### config.mk
export PLATFORM = sky130hd
export DESIGN_NAME = gauss5x5_filter_flat
export DESIGN_NICKNAME = d
export VERILOG_FILES = /design/src/rtl/gauss5x5_filter_if.sv /design/src/rtl/gauss5x5_filter.sv /design/src/flat_wrapper.sv
export SDC_FILE = /design/constraint.sdc
export NUM_CORES = 1
export LEC_CHECK = 0
export CAP_MARGIN = 20
export CORE_MARGIN = 2
export CORE_UTILIZATION = 34
export DETAILED_ROUTE_END_ITERATION = 7
export GPL_TIMING_DRIVEN = 0
export HOLD_SLACK_MARGIN = 0.15
export PLACE_DENSITY_LB_ADDON = 0.12
export SLEW_MARGIN = 20
export SYNTH_ARGS = -nofsm -noshare
export SYNTH_HDL_FRONTEND = slang
export SYNTH_SLANG_ARGS = --single-unit
### constraint.sdc
create_clock -name clk -period 4.4 [get_ports clk]
set_input_delay 0.66 -clock clk [delete_from_list [all_inputs] [get_ports clk]]
set_output_delay 0.66 -clock clk [all_outputs]
set_load 0.005 [all_outputs]
### src/rtl/gauss5x5_filter_if.sv
// Window-tap / filtered-pixel bundle for gauss5x5_filter.
// The bypass select exists only when GAUSS_BYPASS_EN is defined.
interface gauss5x5_filter_if;
    logic             win_valid;
    logic             win_sof;
    logic [24:0][7:0] w;
`ifdef GAUSS_BYPASS_EN
    logic             bypass;
`endif
    logic [7:0]       pix_out;
    logic             out_valid;
    logic             out_sof;
    logic             out_eol;
    logic             frame_done;

`ifdef GAUSS_BYPASS_EN
    modport master (
        output win_valid, win_sof, w, bypass,
        input  pix_out, out_valid, out_sof, out_eol, frame_done
    );
    modport slave (
        input  win_valid, win_sof, w, bypass,
        output pix_out, out_valid, out_sof, out_eol, frame_done
    );
`else
    modport master (
        output win_valid, win_sof, w,
        input  pix_out, out_valid, out_sof, out_eol, frame_done
    );
    modport slave (
        input  win_valid, win_sof, w,
        output pix_out, out_valid, out_sof, out_eol, frame_done
    );
`endif
endinterface

### src/rtl/gauss5x5_filter.sv
// 3-stage 5x5 binomial smoothing with frame-position tracking.
// Optional GAUSS_BYPASS_EN adds a per-window centre-tap passthrough.
module gauss5x5_filter #(
    parameter int W = 3124,
    parameter int H = 2048
) (
    input  logic             clk,
    input  logic             rst,
    gauss5x5_filter_if.slave bus
);
    localparam int CW = $clog2(W);
    localparam int RW = $clog2(H);

    typedef enum logic {IDLE, ACTIVE} state_t;

    typedef struct packed {
        logic valid;
        logic sof;
        logic eol;
        logic done;
    } mark_t;

    typedef struct packed {
        logic [4:0][11:0] rs;
`ifdef GAUSS_BYPASS_EN
        logic             byp;
        logic [7:0]       ctr;
`endif
    } s1_t;

    typedef struct packed {
        logic [15:0] vs;
`ifdef GAUSS_BYPASS_EN
        logic        byp;
        logic [7:0]  ctr;
`endif
    } s2_t;

    function automatic logic [11:0] hsum(
        input logic [7:0] a, b, c, d, e
    );
        return 12'(a) + 12'(e)
             + ((12'(b) + 12'(d)) << 2)
             + 12'(c) * 12'd6;
    endfunction

    function automatic logic [15:0] vsum(
        input logic [4:0][11:0] r
    );
        return 16'(r[0]) + 16'(r[4])
             + ((16'(r[1]) + 16'(r[3])) << 2)
             + 16'(r[2]) * 16'd6;
    endfunction

    state_t        state, state_nx;
    logic [CW-1:0] col, cur_col;
    logic [RW-1:0] row, cur_row;
    logic          take, last;
    mark_t         m0, m1, m2;
    s1_t           d1;
    s2_t           d2;
    logic [16:0]   rnd;
    logic [7:0]    pix_nx;

    always_ff @(posedge clk) begin
        if (rst)
            state <= IDLE;
        else
            state <= state_nx;
    end

    always_comb begin
        state_nx = state;
        unique case (state)
            IDLE:
                if (bus.win_valid && bus.win_sof)
                    state_nx = ACTIVE;
            ACTIVE:
                if (take && last)
                    state_nx = IDLE;
            default:
                state_nx = IDLE;
        endcase
    end

    // A sof window is (0,0) regardless of where the counters stand.
    always_comb begin
        take     = bus.win_valid
                 && (bus.win_sof || state == ACTIVE);
        cur_col  = bus.win_sof ? '0 : col;
        cur_row  = bus.win_sof ? '0 : row;
        last     = (cur_col == CW'(W - 1))
                 && (cur_row == RW'(H - 1));
        m0       = '0;
        m0.valid = take
                 && (cur_row >= RW'(4))
                 && (cur_col >= CW'(4));
        m0.sof   = m0.valid
                 && (cur_row == RW'(4))
                 && (cur_col == CW'(4));
        m0.eol   = m0.valid && (cur_col == CW'(W - 1));
        m0.done  = take && last;
    end

    always_ff @(posedge clk) begin
        if (rst) begin
            col <= '0;
            row <= '0;
        end else if (take) begin
            if (cur_col == CW'(W - 1)) begin
                col <= '0;
                row <= last ? '0 : cur_row + RW'(1);
            end else begin
                col <= cur_col + CW'(1);
                row <= cur_row;
            end
        end
    end

    always_ff @(posedge clk) begin
        if (rst) begin
            m1 <= '0;
            m2 <= '0;
        end else begin
            m1 <= m0;
            m2 <= m1;
        end
    end

    // Data stages carry no reset; stale values are masked by valid.
    always_ff @(posedge clk) begin
        for (int i = 0; i < 5; i++)
            d1.rs[i] <= hsum(bus.w[5*i],   bus.w[5*i+1],
                             bus.w[5*i+2], bus.w[5*i+3],
                             bus.w[5*i+4]);
`ifdef GAUSS_BYPASS_EN
        d1.byp <= bus.bypass;
        d1.ctr <= bus.w[12];
        d2.byp <= d1.byp;
        d2.ctr <= d1.ctr;
`endif
        d2.vs <= vsum(d1.rs);
    end

    always_comb begin
        rnd    = 17'(d2.vs) + 17'd128;
        pix_nx = 8'(rnd >> 8);
`ifdef GAUSS_BYPASS_EN
        if (d2.byp)
            pix_nx = d2.ctr;
`endif
    end

    always_ff @(posedge clk) begin
        if (rst) begin
            bus.pix_out    <= '0;
            bus.out_valid  <= 1'b0;
            bus.out_sof    <= 1'b0;
            bus.out_eol    <= 1'b0;
            bus.frame_done <= 1'b0;
        end else begin
            bus.pix_out    <= pix_nx;
            bus.out_valid  <= m2.valid;
            bus.out_sof    <= m2.sof;
            bus.out_eol    <= m2.eol;
            bus.frame_done <= m2.done;
        end
    end
endmodule

### src/flat_wrapper.sv
// flat-port wrapper written by rule: the top's interface ports become plain ports
module gauss5x5_filter_flat 
#(
    parameter int W = 3124,
    parameter int H = 2048
)
  (clk, rst, bus_win_valid, bus_win_sof, bus_w, bus_pix_out, bus_out_valid, bus_out_sof, bus_out_eol, bus_frame_done);
  gauss5x5_filter_if bus_i ();
  input  logic clk;
  input  logic rst;
  input wire logic [$bits(bus_i.win_valid)-1:0] bus_win_valid;
  input wire logic [$bits(bus_i.win_sof)-1:0] bus_win_sof;
  input wire logic [$bits(bus_i.w)-1:0] bus_w;
  output wire logic [$bits(bus_i.pix_out)-1:0] bus_pix_out;
  output wire logic [$bits(bus_i.out_valid)-1:0] bus_out_valid;
  output wire logic [$bits(bus_i.out_sof)-1:0] bus_out_sof;
  output wire logic [$bits(bus_i.out_eol)-1:0] bus_out_eol;
  output wire logic [$bits(bus_i.frame_done)-1:0] bus_frame_done;
  assign bus_i.win_valid = bus_win_valid;
  assign bus_i.win_sof = bus_win_sof;
  assign bus_i.w = bus_w;
  assign bus_pix_out = bus_i.pix_out;
  assign bus_out_valid = bus_i.out_valid;
  assign bus_out_sof = bus_i.out_sof;
  assign bus_out_eol = bus_i.out_eol;
  assign bus_frame_done = bus_i.frame_done;
  gauss5x5_filter #(.W(W), .H(H)) u_core (.clk(clk), .rst(rst), .bus(bus_i));
endmodule
**Word-level counts from Yosys, hierarchy flattened**

Cells that the tools add are included.
Widths: inputs -> output; s select.

- Flip-flop bits (word level): 120
- Input port bits: 204
- Output and inout bits: 12
- Word-level logic and storage cells: 80

- $add $sub $neg: 27
- Multiply operators: 6
- $lt $le $gt $ge: 2
- Eq/ne operators: 4
- Multiplexer cells: 8
- Bitwise operators: 1
- Reduce and logical (&&, ||, !) cells: 10

Operator list:

| kind | count |
|---|---|
| $add 8x8->9 | 10 |
| $add 12x11->12 | 5 |
| $add 12x12->12 | 5 |
| $mul 8x2->10 const B | 5 |
| $mux 11 | 3 |
| $add 12x12->13 | 2 |
| $mux 12 | 2 |
| $add 16x15->16 | 1 |
| $add 16x16->16 | 1 |
| $add 16x8->16 const B | 1 |
| $mul 12x2->14 const B | 1 |
| $add 12x1->12 const B | 1 |
| $eq 12x12->1 const B | 1 |
| $eq 12x3->1 const B | 1 |
| $ge 12x3->1 const B | 1 |
| $add 11x1->11 const B | 1 |
| $eq 11x11->1 const B | 1 |
| $eq 11x3->1 const B | 1 |
| $ge 11x3->1 const B | 1 |
| $logic_and 1x1->1 | 9 |
| $mux 1 | 2 |
| $pmux 1 s2 | 1 |
| $logic_or 1x1->1 | 1 |
| $not 1->1 | 1 |

**Longest topological paths before layout**

- Word-level depth: 6
- Gate-level depth with buffers: 17
- Depth with buffers taken out: 17

**Worst setup path after synthesis**

OpenSTA, ideal clock, no wires.

- Path type: input -> register
- Start: input port bus_w[120]
- End: register u_core.d1[47] (netlist bit)
- Library setup time: 0.106 ns
- Arrival time: 3.708 ns
- Required time: 4.294 ns
- Setup slack: 0.586 ns
- Stages on the path: 17
- Buffers on the path: 0
- Cells stage by stage: ha_1 inv_1 fa_1 nor2b_1 o21ai_0 nand2b_1 a21o_1 a21o_1 xnor2_1 fa_1 inv_1 ha_1 nand2_1 o21ai_0 or4_1 a2111o_1 o311ai_0

- Cells in the longest elaborated chain, start to end: 3

RTL lines:

| item | line | source |
|---|---|---|
| from (decl) | flat_wrapper.sv:13 | `input wire logic [$bits(bus_i.w)-1:0] bus_w;` |
| $add 8x8->9 | gauss5x5_filter.sv:42 | `return 12'(a) + 12'(e)` |
| $add 12x12->12 | gauss5x5_filter.sv:43 | `+ ((12'(b) + 12'(d)) << 2)` |
| $add 12x11->12 | gauss5x5_filter.sv:44 | `+ 12'(c) * 12'd6;` |
| to (decl) | gauss5x5_filter.sv:60 | `s1_t d1;` |

Every way passes these cells.
A chain may end at the register's enable or synchronous reset.

**Final worst setup path**

- Start: register u_core.d1[36] (netlist bit)
- End: register u_core.d2[15] (netlist bit)

- Cells in the longest elaborated chain, start to end: 3

RTL lines:

| item | line | source |
|---|---|---|
| $add 12x12->13 | gauss5x5_filter.sv:51 | `+ ((16'(r[1]) + 16'(r[3])) << 2)` |
| $add 16x16->16 | gauss5x5_filter.sv:51 |  |
| $add 16x15->16 | gauss5x5_filter.sv:52 | `+ 16'(r[2]) * 16'd6;` |
| to (decl) | gauss5x5_filter.sv:61 | `s2_t d2;` |

Every way passes these cells.

==> flow_metrics.env <==
export IMPL_io_pins=216
export IMPL_drtAntennaViolNets=0
export IMPL_cts_made_buffers=17
export IMPL_pwr_share_seq_pct=12.1
export IMPL_fin_crit_ns=4.082
export IMPL_syn_area_um2=12720
export IMPL_dieArea_um2=38960
export IMPL_holdBufCountCts=0
export IMPL_nFillCells=3626
export IMPL_slowest_delay_ns=0.54
export IMPL_nets=2201
export IMPL_intPower_uw=7532
export IMPL_synthArstFlopShare_pct=0
export IMPL_core_area_um2=36700
export IMPL_period_share_pct=92.77
export IMPL_grt_pass1_vias=10700
export IMPL_diodes=0
export IMPL_yosysWarningCount=0
export IMPL_pwr_share_comb_pct=77.9
export IMPL_synthFlopType="dfxtp_1"
export IMPL_rsz0062_at_grt="no"
export IMPL_wirelength_um=29880
export IMPL_insertion_delay_ns=0.43
export IMPL_ctsHtreeMaxLevel=4
export IMPL_worstSetupPathType="register to register"
export IMPL_syn_avg_cell_area_um2=8.704
export IMPL_yosysSeqAreaShare_pct=17.79
export IMPL_place_congestion=0.8415
export IMPL_synth_fp_nets=1968
export IMPL_max_freq_mhz=245.0
export IMPL_clkTransAtPathRegs_ns=0.06
export IMPL_skew_ns=0.01326
export IMPL_grt_max_degree=17
export IMPL_dp_hpwl_um=25630
export IMPL_synth_top_area_share_pct=23.02
export IMPL_slew_headroom_pct=58.84
export IMPL_fp_dieW_um=197.4
export IMPL_drt_met1_wl_um=14620
export IMPL_worstPathRequired_ns=4.76
export IMPL_route_met2_wl_um=13880
export IMPL_hold_viol=0
export IMPL_power_leakage_uw=0.007307
export IMPL_drc=0
export IMPL_synth_edf_count=0
export IMPL_utilization_pct=43.95
export IMPL_maxSlewViolCount=0
export IMPL_clock_sinks=113
export IMPL_dr_max_layer_used="met4"
export IMPL_track_usage_pct=15.74
export IMPL_vias=10590
export IMPL_maxCapViolCount=0
export IMPL_place_ws_ns=-0.2478
export IMPL_tightest_slew_ns=0.6118
export IMPL_die_y_um=197.4
export IMPL_power_density_nw_per_um2=893.5
export IMPL_start_util_pct=34.65
export IMPL_wl_per_cell_um=13.74
export IMPL_first_iter_violations=324
export IMPL_setup_viol_count_final=0
export IMPL_synth_most_common_cell="ha_1"
export IMPL_ys_ff_latch=113
export IMPL_synthToLayoutAreaGrowth_pct=26.83
export IMPL_row_count=70
export IMPL_path_cells="ha_1 -> fa_1 -> a21o_1 -> a21oi_1 -> o211ai_1 -> o21a_1 -> o31ai_2 -> o41ai_2 -> fa_1 -> inv_1 -> ha_1 -> and4_1 -> a21oi_1 -> a31oi_1 -> nor2_1 -> xnor2_1"
export IMPL_p_sw_uw=6878
export IMPL_cts_root_buf="clkbuf_16"
export IMPL_routed_wl_met3_um=1075
export IMPL_crit_path_start_kind="register"
export IMPL_ys_types=54
export IMPL_dr_pass1_iters=5
export IMPL_cts_tree="built"
export IMPL_syn_inst=1461
export IMPL_fin_ws_ns=0.3182
export IMPL_cts_max_path_buffers=2
export IMPL_pwr_share_clk_pct=10.0
export IMPL_critPathArrivalTime_ns=4.44
export IMPL_grt_pass1_wl_um=49940
export IMPL_crit_slowest_cell="fa_1"
export IMPL_drive_above_1_share_pct=3.574
export IMPL_switching_share_pct=47.73
export IMPL_grt_overflow=0
export IMPL_hold_class="register to register"
export IMPL_yosysTopAreaCell="ha_1"
export IMPL_worstSetupEndpointType="register"
export IMPL_viasPerCell=4.869
export IMPL_yosys_top_cells_area="ha_1 (23%), dfxtp_1 (18%), fa_1 (11%)"
export IMPL_synth_common_cells="ha_1 (234), inv_1 (158), dfxtp_1 (113)"
export IMPL_outcome="completed"
export IMPL_critPathMaxFanout=5
export IMPL_io_buffers=213
export IMPL_antenna_found_initial=0
export IMPL_vdd_drop_max_v=0.001163
worst max-delay path, delay by kind of cell (launching register included):
kind,cells,cell delay [ns]
buffers and inverters,1,0.04
flip-flops,1,0.32
adder cells (fa/ha/maj),4,1.54
AND/OR/NAND/NOR,2,0.38
XOR/XNOR,1,0.12
AO/OA/AOI/OAI,8,1.61
routing by layer:
layer | global-route usage [%] | vias up
met5 | 0 | -
met4 | 3.648 | 0
met3 | 2.937 | 24
met2 | 26.49 | 170
met1 | 20.85 | 4812
li1 | - | 5584
cells by family after synthesis:
logic type,Yosys count,synth area share (%)
AND/OR/NAND/NOR,370,14.58
AO/OA/AOI/OAI,342,17.67
adder cells (fa/ha/maj),303,33.89
buffers and inverters,175,5.186
XOR/XNOR,158,10.88
flip-flops,113,17.79
worst paths after layout:
path	from	to	slack, ns	cells past startpoint
hold / removal	u_core.m1[0]$_SDFF_PP0_	u_core.m2[0]$_SDFF_PP0_	0.43	1
hold reg to reg	u_core.m1[0]$_SDFF_PP0_	u_core.m2[0]$_SDFF_PP0_	0.43	1
setup / recovery	u_core.d1[36]$_DFF_P_	u_core.d2[15]$_DFF_P_	0.32	16
setup reg to reg	u_core.d1[36]$_DFF_P_	u_core.d2[15]$_DFF_P_	0.32	16
layout by cell type (no fill, tap or decap), types with 22 or more instances in the layout:
| cell type | synthesis | layout |
|---|---|---|
| a21o_1 | 62 | 62 |
| nor2_1 | 99 | 99 |
| a21oi_1 | 94 | 93 |
| nand3_1 | 25 | 25 |
| xnor2_1 | 92 | 91 |
| nand2_1 | 69 | 69 |
| xor2_1 | 66 | 66 |
| clkdlybuf4s50_1 | 0 | 213 |
| nor2b_1 | 48 | 47 |
| nor3_1 | 43 | 43 |
| ha_1 | 234 | 233 |
| o21ai_0 | 63 | 62 |
| nand2b_1 | 22 | 22 |
| fa_1 | 69 | 68 |
| inv_1 | 158 | 158 |
| dfxtp_1 | 113 | 112 |
flip-flops by register name, summed over array words and instances (netlist names), 4 cells and up:
signal              cells
u_core.bus.pix_out      8
u_core.col             12
u_core.d1              60
u_core.d2               9
u_core.m1               4
u_core.m2               4
u_core.row             11
layout make-up:
type | instances | area, µm² | area share [%]
buffer | 17 | 66.31 | 0.4112
sequential | 113 | 2263 | 14.03
tap | 468 | 585.6 | 3.631
multi-input combinational | 1173 | 9869 | 61.19
clock inverter | 14 | 171.4 | 1.063
timing repair buffer | 214 | 2140 | 13.27
inverter | 158 | 593.1 | 3.677
clock buffer | 18 | 439.2 | 2.723
power groups by stage:
stage | sequential, µW | combinational (µW) | clock (µW)
6_report | 1740 | 11200 | 1440
5_1_grt | 1780 | 12900 | 1520
4_1_cts | 1750 | 11000 | 1470
3_5_place_dp | 1770 | 10900 | 0
3_3_place_gp | 1770 | 10700 | 0
2_1_floorplan | 1680 | 8460 | 0
through the flow:
step | power, µW | hold slack [ns] | instances | setup TNS [ns] | cell area (µm²)
after floorplan | 10130 | 0.4138 | 1461 | 0 | 12720
after global placement | 12480 | 0.4206 | 2142 | -0.8329 | 15430
after detailed placement | 12630 | 0.4218 | 2142 | -1.092 | 15430
after CTS | 14180 | 0.4350 | 2174 | 0 | 16050
after global routing | 16190 | 0.4479 | 2175 | 0 | 16130
final | 14410 | 0.4317 | 2175 | 0 | 16130
timing repair:
item                                    4_1_cts  5_1_grt
pin swaps                                     0        2
buffers inserted                              0        1
endpoints found under the setup margin        1        8
resized for setup                             1       16
Note: power is estimated with default switching activity, not from simulation.
